--- config.mk ---
export PLATFORM = sky130hd
export DESIGN_NAME = branch_seq
export DESIGN_NICKNAME = d
export VERILOG_FILES = /design/src/rtl/branch_seq.sv
export SDC_FILE = /design/constraint.sdc
export NUM_CORES = 1
export LEC_CHECK = 0
export ABC_AREA = 1
export BUFFER_PORTS_ARGS = -buffer_cell sky130_fd_sc_hd__buf_4
export CAP_MARGIN = 20
export CORE_MARGIN = 2
export CORE_UTILIZATION = 40
export CTS_CLUSTER_SIZE = 40
export DETAILED_ROUTE_END_ITERATION = 10
export PLACE_DENSITY = 0.62
export SLEW_MARGIN = 0
export SYNTH_ARGS = -nofsm -noshare
export SYNTH_HDL_FRONTEND = slang
export SYNTH_SLANG_ARGS = --single-unit
--- constraint.sdc ---
create_clock -name clk -period 9.1 [get_ports clk]
set_input_delay 0.91 -clock clk [delete_from_list [all_inputs] [get_ports clk]]
set_output_delay 0.91 -clock clk [all_outputs]
set_load 0.02 [all_outputs]
--- src/rtl/branch_seq.sv ---
// branch_seq: multi-cycle RV32I conditional-branch resolution sequencer.
// Accepts one branch at a time, evaluates it on registered operands, raises a
// redirect for taken branches, then holds a flush window. Saturating
// taken/not-taken counters are kept for performance inspection.
module branch_seq #(
  parameter int FLUSH_CYCLES = 2,
  parameter int CNT_W        = 16
) (
  input  logic             clk,
  input  logic             rst_n,
  input  logic             br_valid,
  output logic             br_ready,
  input  logic [2:0]       fu_3,
  input  logic [31:0]      op1,
  input  logic [31:0]      op2,
  input  logic [31:0]      pc,
  input  logic [31:0]      imm,
  output logic             resolve_valid,
  output logic             resolve_taken,
  output logic             illegal,
  output logic             misalign,
  output logic             redirect_valid,
  output logic [31:0]      redirect_pc,
  input  logic             redirect_ready,
  output logic             flush,
  output logic [CNT_W-1:0] taken_cnt,
  output logic [CNT_W-1:0] nt_cnt
);

  typedef enum logic [1:0] {
    S_IDLE,
    S_EVAL,
    S_REDIR,
    S_FLUSH
  } state_t;

  // Flush counter is loaded with the last index so it runs FLUSH_CYCLES cycles.
  localparam logic [3:0] FLUSH_LAST =
    (FLUSH_CYCLES > 0) ? 4'(FLUSH_CYCLES - 1) : 4'd0;

  state_t      state;
  state_t      state_nx;
  logic [2:0]  fu3_q;
  logic [31:0] op1_q;
  logic [31:0] op2_q;
  logic [31:0] pc_q;
  logic [31:0] imm_q;
  logic [3:0]  fcnt;
  logic        cond;
  logic        legal;
  logic        is_mis;
  logic        is_taken;
  logic [31:0] target;
  logic        accept;

  assign br_ready = (state == S_IDLE);
  assign accept   = br_ready & br_valid;
  assign legal    = (fu3_q[2:1] != 2'b01);
  assign target   = pc_q + imm_q;
  assign is_mis   = legal & cond & (target[1:0] != 2'b00);
  assign is_taken = legal & cond & ~is_mis;

  // Branch condition evaluated on the registered operands.
  always_comb begin
    cond = 1'b0;
    case (fu3_q)
      3'b000:  cond = (op1_q == op2_q);
      3'b001:  cond = (op1_q != op2_q);
      3'b100:  cond = ($signed(op1_q) <  $signed(op2_q));
      3'b101:  cond = ($signed(op1_q) >= $signed(op2_q));
      3'b110:  cond = (op1_q <  op2_q);
      3'b111:  cond = (op1_q >= op2_q);
      default: cond = 1'b0;
    endcase
  end

  // Next-state logic.
  always_comb begin
    state_nx = state;
    case (state)
      S_IDLE:  if (br_valid) state_nx = S_EVAL;
      S_EVAL:  state_nx = is_taken ? S_REDIR : S_IDLE;
      S_REDIR: begin
        if (redirect_ready) state_nx = (FLUSH_CYCLES == 0) ? S_IDLE : S_FLUSH;
      end
      S_FLUSH: if (fcnt == 4'd0) state_nx = S_IDLE;
      default: state_nx = S_IDLE;
    endcase
  end

  // State register.
  always_ff @(posedge clk) begin
    if (!rst_n) state <= S_IDLE;
    else        state <= state_nx;
  end

  // Capture the request operands on accept.
  always_ff @(posedge clk) begin
    if (accept) begin
      fu3_q <= fu_3;
      op1_q <= op1;
      op2_q <= op2;
      pc_q  <= pc;
      imm_q <= imm;
    end
  end

  // Flush window countdown.
  always_ff @(posedge clk) begin
    if (!rst_n)                                        fcnt <= 4'd0;
    else if (state_nx == S_FLUSH && state != S_FLUSH)  fcnt <= FLUSH_LAST;
    else if (state == S_FLUSH)                         fcnt <= fcnt - 4'd1;
  end

  // Registered resolve, redirect and flush outputs.
  always_ff @(posedge clk) begin
    if (!rst_n) begin
      resolve_valid  <= 1'b0;
      resolve_taken  <= 1'b0;
      illegal        <= 1'b0;
      misalign       <= 1'b0;
      redirect_valid <= 1'b0;
      redirect_pc    <= '0;
      flush          <= 1'b0;
    end else begin
      resolve_valid  <= (state == S_EVAL);
      resolve_taken  <= (state == S_EVAL) & is_taken;
      illegal        <= (state == S_EVAL) & ~legal;
      misalign       <= (state == S_EVAL) & is_mis;
      redirect_valid <= (state_nx == S_REDIR);
      flush          <= (state_nx == S_FLUSH);
      if (state == S_EVAL && is_taken) redirect_pc <= target;
    end
  end

  // Saturating statistics counters, advanced on each resolve pulse.
  always_ff @(posedge clk) begin
    if (!rst_n) begin
      taken_cnt <= '0;
      nt_cnt    <= '0;
    end else if (resolve_valid) begin
      if (resolve_taken) begin
        if (taken_cnt != '1) taken_cnt <= taken_cnt + CNT_W'(1);
      end else begin
        if (nt_cnt != '1) nt_cnt <= nt_cnt + CNT_W'(1);
      end
    end
  end

endmodule

* Word-level counts from Yosys, hierarchy flattened
Cells that the tools add are included.
** Cells by class
- $add $sub $neg :: 4
- Div/mod/pow operators :: 0
- Multiplexer cells :: 8
- Shift-type cells :: 0
- Reduce and logical (&&, ||, !) cells :: 10
- Bitwise gates (word level) :: 11
- Eq/ne operators :: 16
- $lt $le $gt $ge :: 4
- Multipliers :: 0
** Operators by type and width (count)
- 32-bit >= comparator :: 2
- 32-bit less-than comparator :: 2
- 16-bit by 1-bit adder with 16-bit output, second input constant :: 2
- 32-bit adder :: 1
- 32-bit equality test :: 1
- 16-bit != test, second input constant :: 2
- 32-bit != test :: 1
- 3-bit equality test, second input constant :: 4
- 2-bit equality test, second input constant :: 4
- 2-bit 2-to-1 mux :: 4
- 2-bit case mux with 4 select lines :: 1
- 1-bit AND :: 7
- 1-bit case mux with 6 select lines :: 1
- 3-bit AND reduction :: 2
- 4-bit logical NOT :: 1
- 1-bit NOT :: 4
- 2-bit nonzero test :: 2
- 4-bit by 1-bit subtractor with 4-bit output, second input constant :: 1
- 3-bit by 1-bit equality test with 1-bit output, second input constant :: 1
- 3-bit logical NOT :: 1
- 2-bit by 1-bit equality test with 1-bit output, second input constant :: 1
- 1-bit logical AND :: 2
- 2-bit logical NOT :: 1
- 1-bit 2-to-1 mux :: 2
- other kinds (3) :: 3
** Storage, ports and cells
- Latch bits :: 0
- ROM bits :: 0
- Word-level logic and storage cells :: 70
- Memories :: 0
- Output and inout port bits :: 71
- Input port bits :: 135
- Bits in writable memories :: 0
- Register bits :: 207

* Depth between registers and ports, before layout
Gate-level depths: netlist (run 1).
- Word-level depth :: 11
- Mapped depth :: 21
- Depth with buffers taken out :: 21

* Least setup slack after synthesis (run 1)
OpenSTA, ideal clock, no wires.
- Path kind :: input to register
- From :: input br_valid
- To :: register fu3_q[0], enable pin
- Setup slack :: 2035 ps
- Setup time :: 624 ps
- Stages on the path :: 2
- Data arrival time :: 6441 ps
- Required time :: 8476 ps
- Path buffers :: 0
- Cells stage by stage :: nand2_1 > nor2_1
** On the way
- Longest elaborated chain between the ends :: 1
** RTL lines
- start, declared :: line 11 : input logic br_valid,
- 1-bit AND :: line 57 : assign accept = br_ready & br_valid;
- net accept :: line 54 : logic accept;
- end signal, assigned :: line 100 : fu3_q <= fu_3;
- end, declared :: line 43 : logic [2:0] fu3_q;
The timed path passes the listed nets, and every way through them passes these cells.
A chain may end at the register's enable or synchronous reset.

* Worst setup path after layout (run 1)
- From :: register op1_q[15]
- To :: register redirect_valid
** On the way
- Longest elaborated chain between the ends :: 9
- Elaborated cells on any way between the ends :: 14
- Classes of those cells :: order compare: 4; eq/ne: 3; mux: 3; bitwise: 4
** RTL lines
- start, declared :: line 44 : logic [31:0] op1_q;
- start signal, assigned :: line 101 : op1_q <= op1;
- 32-bit >= comparator (tied with other cells) :: line 72 : 3'b111: cond = (op1_q >= op2_q);
- 1-bit case mux with 6 select lines (*) :: line 66 : case (fu3_q)
- 1-bit AND (*) :: line 60, 61
- 1-bit AND :: line 60 : assign is_mis = legal & cond & (target[1:0] != 2'b00);
- 1-bit NOT :: line 61 : assign is_taken = legal & cond & ~is_mis;
- 1-bit AND (*) :: line 61
- 2-bit 2-to-1 mux (*) :: line 82 : S_EVAL: state_nx = is_taken ? S_REDIR : S_IDLE;
- 2-bit case mux with 4 select lines (*) :: line 80 : case (state)
- 2-bit equality test (*) :: line 130 : redirect_valid <= (state_nx == S_REDIR);
- end signal, assigned :: line 130
- end, declared :: line 22 : output logic redirect_valid,
Every way passes the cells marked *; elsewhere a longest branch is shown, timed or not.

==> flow_summary_export.csv, run 1 <==
group,metric,value,unit
outcome,run_status,"finished clean",
placed_design,gp_congestion,0.905,
global_route,grt_pass1_wl,36100,µm
power_and_ir_drop,totalPowerFinal,2.35,mW
synth,yosysSeqAreaShare,54.9,%
critical_path,worst-path-buf-inv,1,
detailed_routing,drtAntennaViolNets,0,
critical_path,critical-path-max-stage-delay,0.43,ns
critical_path,path_max_fanout,46,
floorplan,dieHeight,162,µm
floorplan,rows,57,
power_and_ir_drop,power.density,186,nW/µm²
synth,synth_seq_cells,207,
critical_path,slowest_stage,"nand3_4",
critical_path,arrival,3.37,ns
sta,max_slew.worst_pin.slew,0.995,ns
detailed_routing,drc,0,
clock_tree,cts_tree,"yes",
floorplan,io_pins,206,
critical_path,cp-end-kind,"flop",
critical_path,crit_family,"simple AND/OR/NAND/NOR gates",
sta,rsz0062_at_grt,"no",
worst_hold_path,whs_endpoint,"redirect_pc[0]",
detailed_routing,drtIter0Drc,512,
global_route,antenna_found_initial,0,
critical_path,crit_chain,"ha_1, nand2_1, nor2_1, nand2_1, nor2_1, nand2_1, nand2_1, o21ai_1, inv_1, nand2_1, nor2_2, nand3_4, nand2_4, nand2_1, nand2_1, nor2_1",
sta,period_share,32.6,%
detailed_routing,dr.pass1.iters,5,
clock_tree,cts_setup_buffers,0,
sta,drv_slew,0,
final_layout,nNetsFinal,1490,
clock_tree,clk_latency,0.52,ns
clock_tree,htreeDepth,1,
global_route,grt_usage,17.0,%
sta,clock.fmax,338,MHz
global_route,overflow,0,
sta,setup_viol,0,
synth,synth_flop_cell,"edfxtp_1",
synth,yosys_warnings,0,
worst_hold_path,hold_path.startpoint,"redirect_pc[0]",
critical_path,critPathLaunchType,"flop",
critical_path,path_common_cell,"nand2_1",
critical_path,rrSetupSlack,6.14,ns
placed_design,hpwl,16600,µm
critical_path,r2r-start,"op1_q[15]",
synth,syn_avg_cell_area,9.28,µm²
detailed_routing,drt_wl_total,22300,µm
final_layout,multiInputGateArea,3880,µm²
final_layout,layout_common_cells,"209 x nand2_1, 207 x buf_4, 143 x inv_1",
global_route,grt_pass1_vias,7362,
worst_hold_path,holdPathStages,2,
detailed_routing,wl_per_cell,13.7,µm
floorplan,die_area,26100,µm²
floorplan,die_w,162,µm
floorplan,start_util,40.8,%
synth,synthesis.area,9940,µm²
power_and_ir_drop,p_leak,5.57,nW
final_layout,antenna_cells,0,
final_layout,syn_to_final_growth,26.6,%
sta,hold_violations,0,
synth,syn-num-nets,1273,
clock_tree,cts_sinks,207,
clock_tree,post_cts_resized,0,
critical_path,worstReg2RegEnd,"redirect_valid",
global_route,grt_max_degree,95,
synth,async_reset_ff_share,0,%
clock_tree,clkSlewWorstSetupHoldPaths,0.06,ns
critical_path,required,9.51,ns
synth,netlist_instances,1071,
critical_path,worst-r2r-cell-count,16,
clock_tree,ctsHoldBuffers,0,
final_layout,final_common_cell,"nand2_1",
floorplan,core-area,24400,µm²
critical_path,crit_type,"flop to flop",
sta,slew_headroom,33.5,%
clock_tree,root_buffer,"clkbuf_16",
sta,fin_crit,2.96,ns
power_and_ir_drop,peakVddDrop,0.113,mV
detailed_routing,viasPerCell,4.72,
worst_hold_path,hold_class,"flop to flop",
final_layout,drive_gt1_share,19.1,%
sta,setup_tns,0,ns
final_layout,regArea,5460,µm²
clock_tree,numCtsBuffers,24,
detailed_routing,vias,7692,
sta,skew,0.0110,ns
synth,yosysUniqueCellTypes,37,
placed_design,port_buffers,205,
job,cap_violations,0,
synth,synth_edf_count,131,
final_layout,fillCellCount,2293,
clock_tree,clockBufferDepth,3,
Yosys cell counts, types with 4 or more instances:
master	number	area (µm²)
nand2_1	209	785
inv_1	143	537
edfxtp_1	131	3930
nor2_1	124	465
a21oi_1	87	435
dfxtp_1	76	1520
ha_1	66	826
nand3_1	54	270
o21ai_0	41	205
nor3_1	29	145
xor2_1	18	158
xnor2_1	15	131
nand4_1	13	81.3
clkbuf_1	11	41.3
o21a_1	7	52.6
a21o_1	5	37.5
a31oi_1	5	31.3
a21boi_0	4	30.0
buf_2	4	20.0
nor3b_1	4	30.0
nor4_1	4	25.0
kinds of logic after synthesis:
group | share of synthesized area (%)
AO/OA/AOI/OAI | 8.57
XOR/XNOR | 2.91
adder cells (fa/ha/maj) | 8.51
buffers and inverters | 6.20
flip-flops | 54.9
AND/OR/NAND/NOR | 18.9
area by class of cell:
| cell class | instances | area share (%) |
|---|---|---|
| clock buffer | 28 | 4.89 |
| clock inverter | 14 | 0.825 |
| inverter | 144 | 4.29 |
| multi-input combinational | 703 | 30.9 |
| sequential | 207 | 43.3 |
| tap | 324 | 3.22 |
| timing repair buffer | 208 | 12.6 |
power by group:
| part | internal (mW) | switching [mW] |
|---|---|---|
| Sequential | 1.06 | 0.0193 |
| Clock | 0.510 | 0.372 |
| Combinational | 0.151 | 0.229 |
| Total | 1.72 | 0.620 |
flip-flops by register name, indices dropped and copies added (netlist names):
signal,flops
fu3_q,3
imm_q,32
redirect_pc,32
taken_cnt,16
misalign,1
op1_q,32
state,2
fcnt,4
resolve_valid,1
nt_cnt,16
illegal,1
redirect_valid,1
flush,1
resolve_taken,1
pc_q,32
op2_q,32
per-layer routing:
| metal | GRT usage [%] | routed length [µm] | up-vias |
|---|---|---|---|
| met5 | 0 | 0 | - |
| met3 | 3.35 | 1390 | 26 |
| met1 | 23.0 | 10200 | 3444 |
| met4 | 3.90 | 346 | 0 |
| met2 | 28.4 | 10400 | 194 |
| li1 | - | - | 4028 |
metrics by stage:
step / hold WS (ns) / cell area, µm² / util [%] / instances / setup slack [ns]
6_report: 0.436 / 12600 / 51.6 / 1628 / 6.14
2_1_floorplan: 0.438 / 9940 / - / 1071 / 2.04
4_1_cts: 0.439 / 12600 / 51.5 / 1627 / 6.17
3_3_place_gp: 0.424 / 11800 / 48.5 / 1585 / 6.09
3_5_place_dp: 0.430 / 11800 / 48.5 / 1585 / 6.04
5_1_grt: 0.463 / 12600 / 51.6 / 1628 / 5.85
how the worst max path moves through the flow:
stage,from,end,slack (ns),cells past startpoint
2_1_floorplan,br_valid,fu3_q[0],2.04,2
3_5_place_dp,br_valid,imm_q[9],6.04,5
4_1_cts,op1_q[15],redirect_valid,6.17,16
5_1_grt,op1_q[31],redirect_valid,5.85,16
6_report,op1_q[15],redirect_valid,6.14,16
3_3_place_gp,br_valid,imm_q[13],6.09,5
worst min-delay path, stage by stage (launching register included):
cell,delay (ns)
dfxtp_1,0.31
nand2_1,0.05
nor2_1,0.03
Note: power is estimated with default switching activity, not from simulation.
==> run 2: changes to the inputs <==
- PLACE_DENSITY: 0.62 -> 0.65
- clock period: 9.1 -> 2.55 ns (I/O delays scaled with it)
==> run 2 against run 1 <==
  * Critical path type unchanged
  * Largest cell class unchanged
  * Cell count rose by 9.9%
  * Worst setup slack lost 6.1 ns
  * Fmax rose by 20%
  * Critical path depth is 1 higher
==> flow_summary_export.csv, run 2 (synthesis results as in run 1) <==
group,metric,value,unit
outcome,run_status,"finished clean",
final_layout,layoutNonFillerInstCount,1789,
final_layout,fillCellCount,2081,
critical_path,crit_chain,"ha_4, nand2_2, nor2_2, nand2_2, nor3b_4, nand2_2, nand2_1, o21ai_1, inv_1, nand2_2, nor2_4, nand3_4, buf_12, clkbuf_16, nand3_2, nand2_1, nor2_1",
placed_design,gp_congestion,0.917,
detailed_routing,wl_per_cell,14.4,µm
floorplan,die_area,26100,µm²
sta,hold_violations,0,
sta,rsz0062_at_grt,"yes",
sta,clock.fmax,405,MHz
final_layout,nNetsFinal,1646,
critical_path,required,3.01,ns
sta,max_slew.worst_pin.slew,0.789,ns
sta,skew,0.0129,ns
sta,drv_slew,0,
floorplan,start_util,40.8,%
clock_tree,htreeDepth,1,
final_layout,final_common_cell,"buf_4",
critical_path,path_max_fanout,5,
detailed_routing,dr.pass1.iters,5,
sta,slew_headroom,47.4,%
clock_tree,clk_latency,0.53,ns
detailed_routing,drtIter0Drc,583,
floorplan,core-area,24400,µm²
sta,layout_setup_ws,0.0821,ns
clock_tree,root_buffer,"clkbuf_16",
clock_tree,cts_tree,"yes",
placed_design,pre_cts_ws,0.0199,ns
detailed_routing,drc,0,
detailed_routing,drt_wl_total,25800,µm
placed_design,dpl.cell_count,1595,
detailed_routing,drtAntennaViolNets,0,
critical_path,critical-path-max-stage-delay,0.43,ns
clock_tree,cts_sinks,207,
sta,fin_crit,2.47,ns
critical_path,cp-end-kind,"flop",
power_and_ir_drop,peakVddDrop,0.563,mV
final_layout,syn_to_final_growth,45.9,%
worst_hold_path,hold_class,"input port to flop",
placed_design,hpwl,17000,µm
final_layout,regArea,5460,µm²
critical_path,slowest_stage,"edfxtp_1",
power_and_ir_drop,power.density,621,nW/µm²
clock_tree,clkSlewWorstSetupHoldPaths,0.06,ns
floorplan,dieHeight,162,µm
global_route,grt_pass1_vias,8283,
detailed_routing,viasPerCell,4.80,
floorplan,rows,57,
floorplan,die_w,162,µm
global_route,grt_pass1_wl,39200,µm
sta,setup_viol,0,
final_layout,final_area,14500,µm²
power_and_ir_drop,totalPowerFinal,9.00,mW
clock_tree,clockBufferDepth,3,
final_layout,utilization,59.5,%
sta,period_share,96.8,%
job,cap_violations,0,
global_route,antenna_found_initial,3,
critical_path,arrival,2.93,ns
critical_path,path_common_cell,"nand2_2",
detailed_routing,vias,8587,
placed_design,port_buffers,205,
critical_path,crit_type,"flop to flop",
critical_path,critPathLaunchType,"flop",
floorplan,io_pins,206,
global_route,overflow,0,
global_route,grt_max_degree,132,
clock_tree,numCtsBuffers,24,
final_layout,layout_common_cells,"221 x buf_4, 199 x nand2_1, 142 x inv_1",
global_route,grt_usage,18.5,%
final_layout,drive_gt1_share,22.3,%
final_layout,multiInputGateArea,4160,µm²
placed_design,placed_area,11900,µm²
power_and_ir_drop,p_leak,6.34,nW
[run 2: routing by layer]
metal  up-vias  global-route usage [%]  part of all wire [%]
met5         -                       0                     0
met4         0                    8.37                   3.4
met3        63                    3.22                   5.0
met2       228                    32.1                    49
met1      3958                    22.7                    43
li1       4338                       -                     -
[run 2: stage by stage]
step           setup TNS [ns]  hold WS, ns
6_report                    0        0.114
5_1_grt                 -2.21        0.136
4_1_cts                     0        0.108
3_5_place_dp                0        0.427
3_3_place_gp                0        0.425
2_1_floorplan          -32.53        0.354
[run 2: where the power goes]
part	switching, mW	total, mW	internal, mW	leakage, nW
logic	0.968	1.78	0.811	4.09
registers	0.0759	3.88	3.80	1.87
clock network	1.38	3.35	1.97	0.368
[run 2: cell type report]
class / instances / area share, %
clock inverter: 8 / 0.587
antenna: 3 / 0.0518
sequential: 207 / 37.6
multi-input combinational: 704 / 28.7
inverter: 144 / 3.73
tap: 324 / 2.79
clock buffer: 36 / 4.74
timing repair buffer: 363 / 21.8
[run 2: worst paths after layout]
path | from | to | slack [ns] | depth (start not counted)
worst min-delay path | redirect_ready | fcnt[0] | 0.11 | 5
worst max register to register | op1_q[27] | redirect_pc[21] | 0.08 | 17
worst max-delay path | op1_q[27] | redirect_pc[21] | 0.08 | 17
worst min register to register | redirect_pc[0] | redirect_pc[0] | 0.43 | 2
[run 2: worst max-delay path: cells and delay by family (launching register included)]
family                     cells  cell delay (ns)
AOI/OAI and AO/OA              1             0.06
adders and majority gates      1             0.31
buffers and inverters          3             0.39
DFF                            1             0.43
and+or+nand+nor               12             1.23
[run 2: what timing repair did]
item | 4_1_cts | 5_1_grt
hold buffers | 131 | 0
setup buffers | 0 | 9
setup endpoints to repair | 0 | 36
gates resized for setup | 0 | 57
endpoints found under the hold margin | 131 | 0
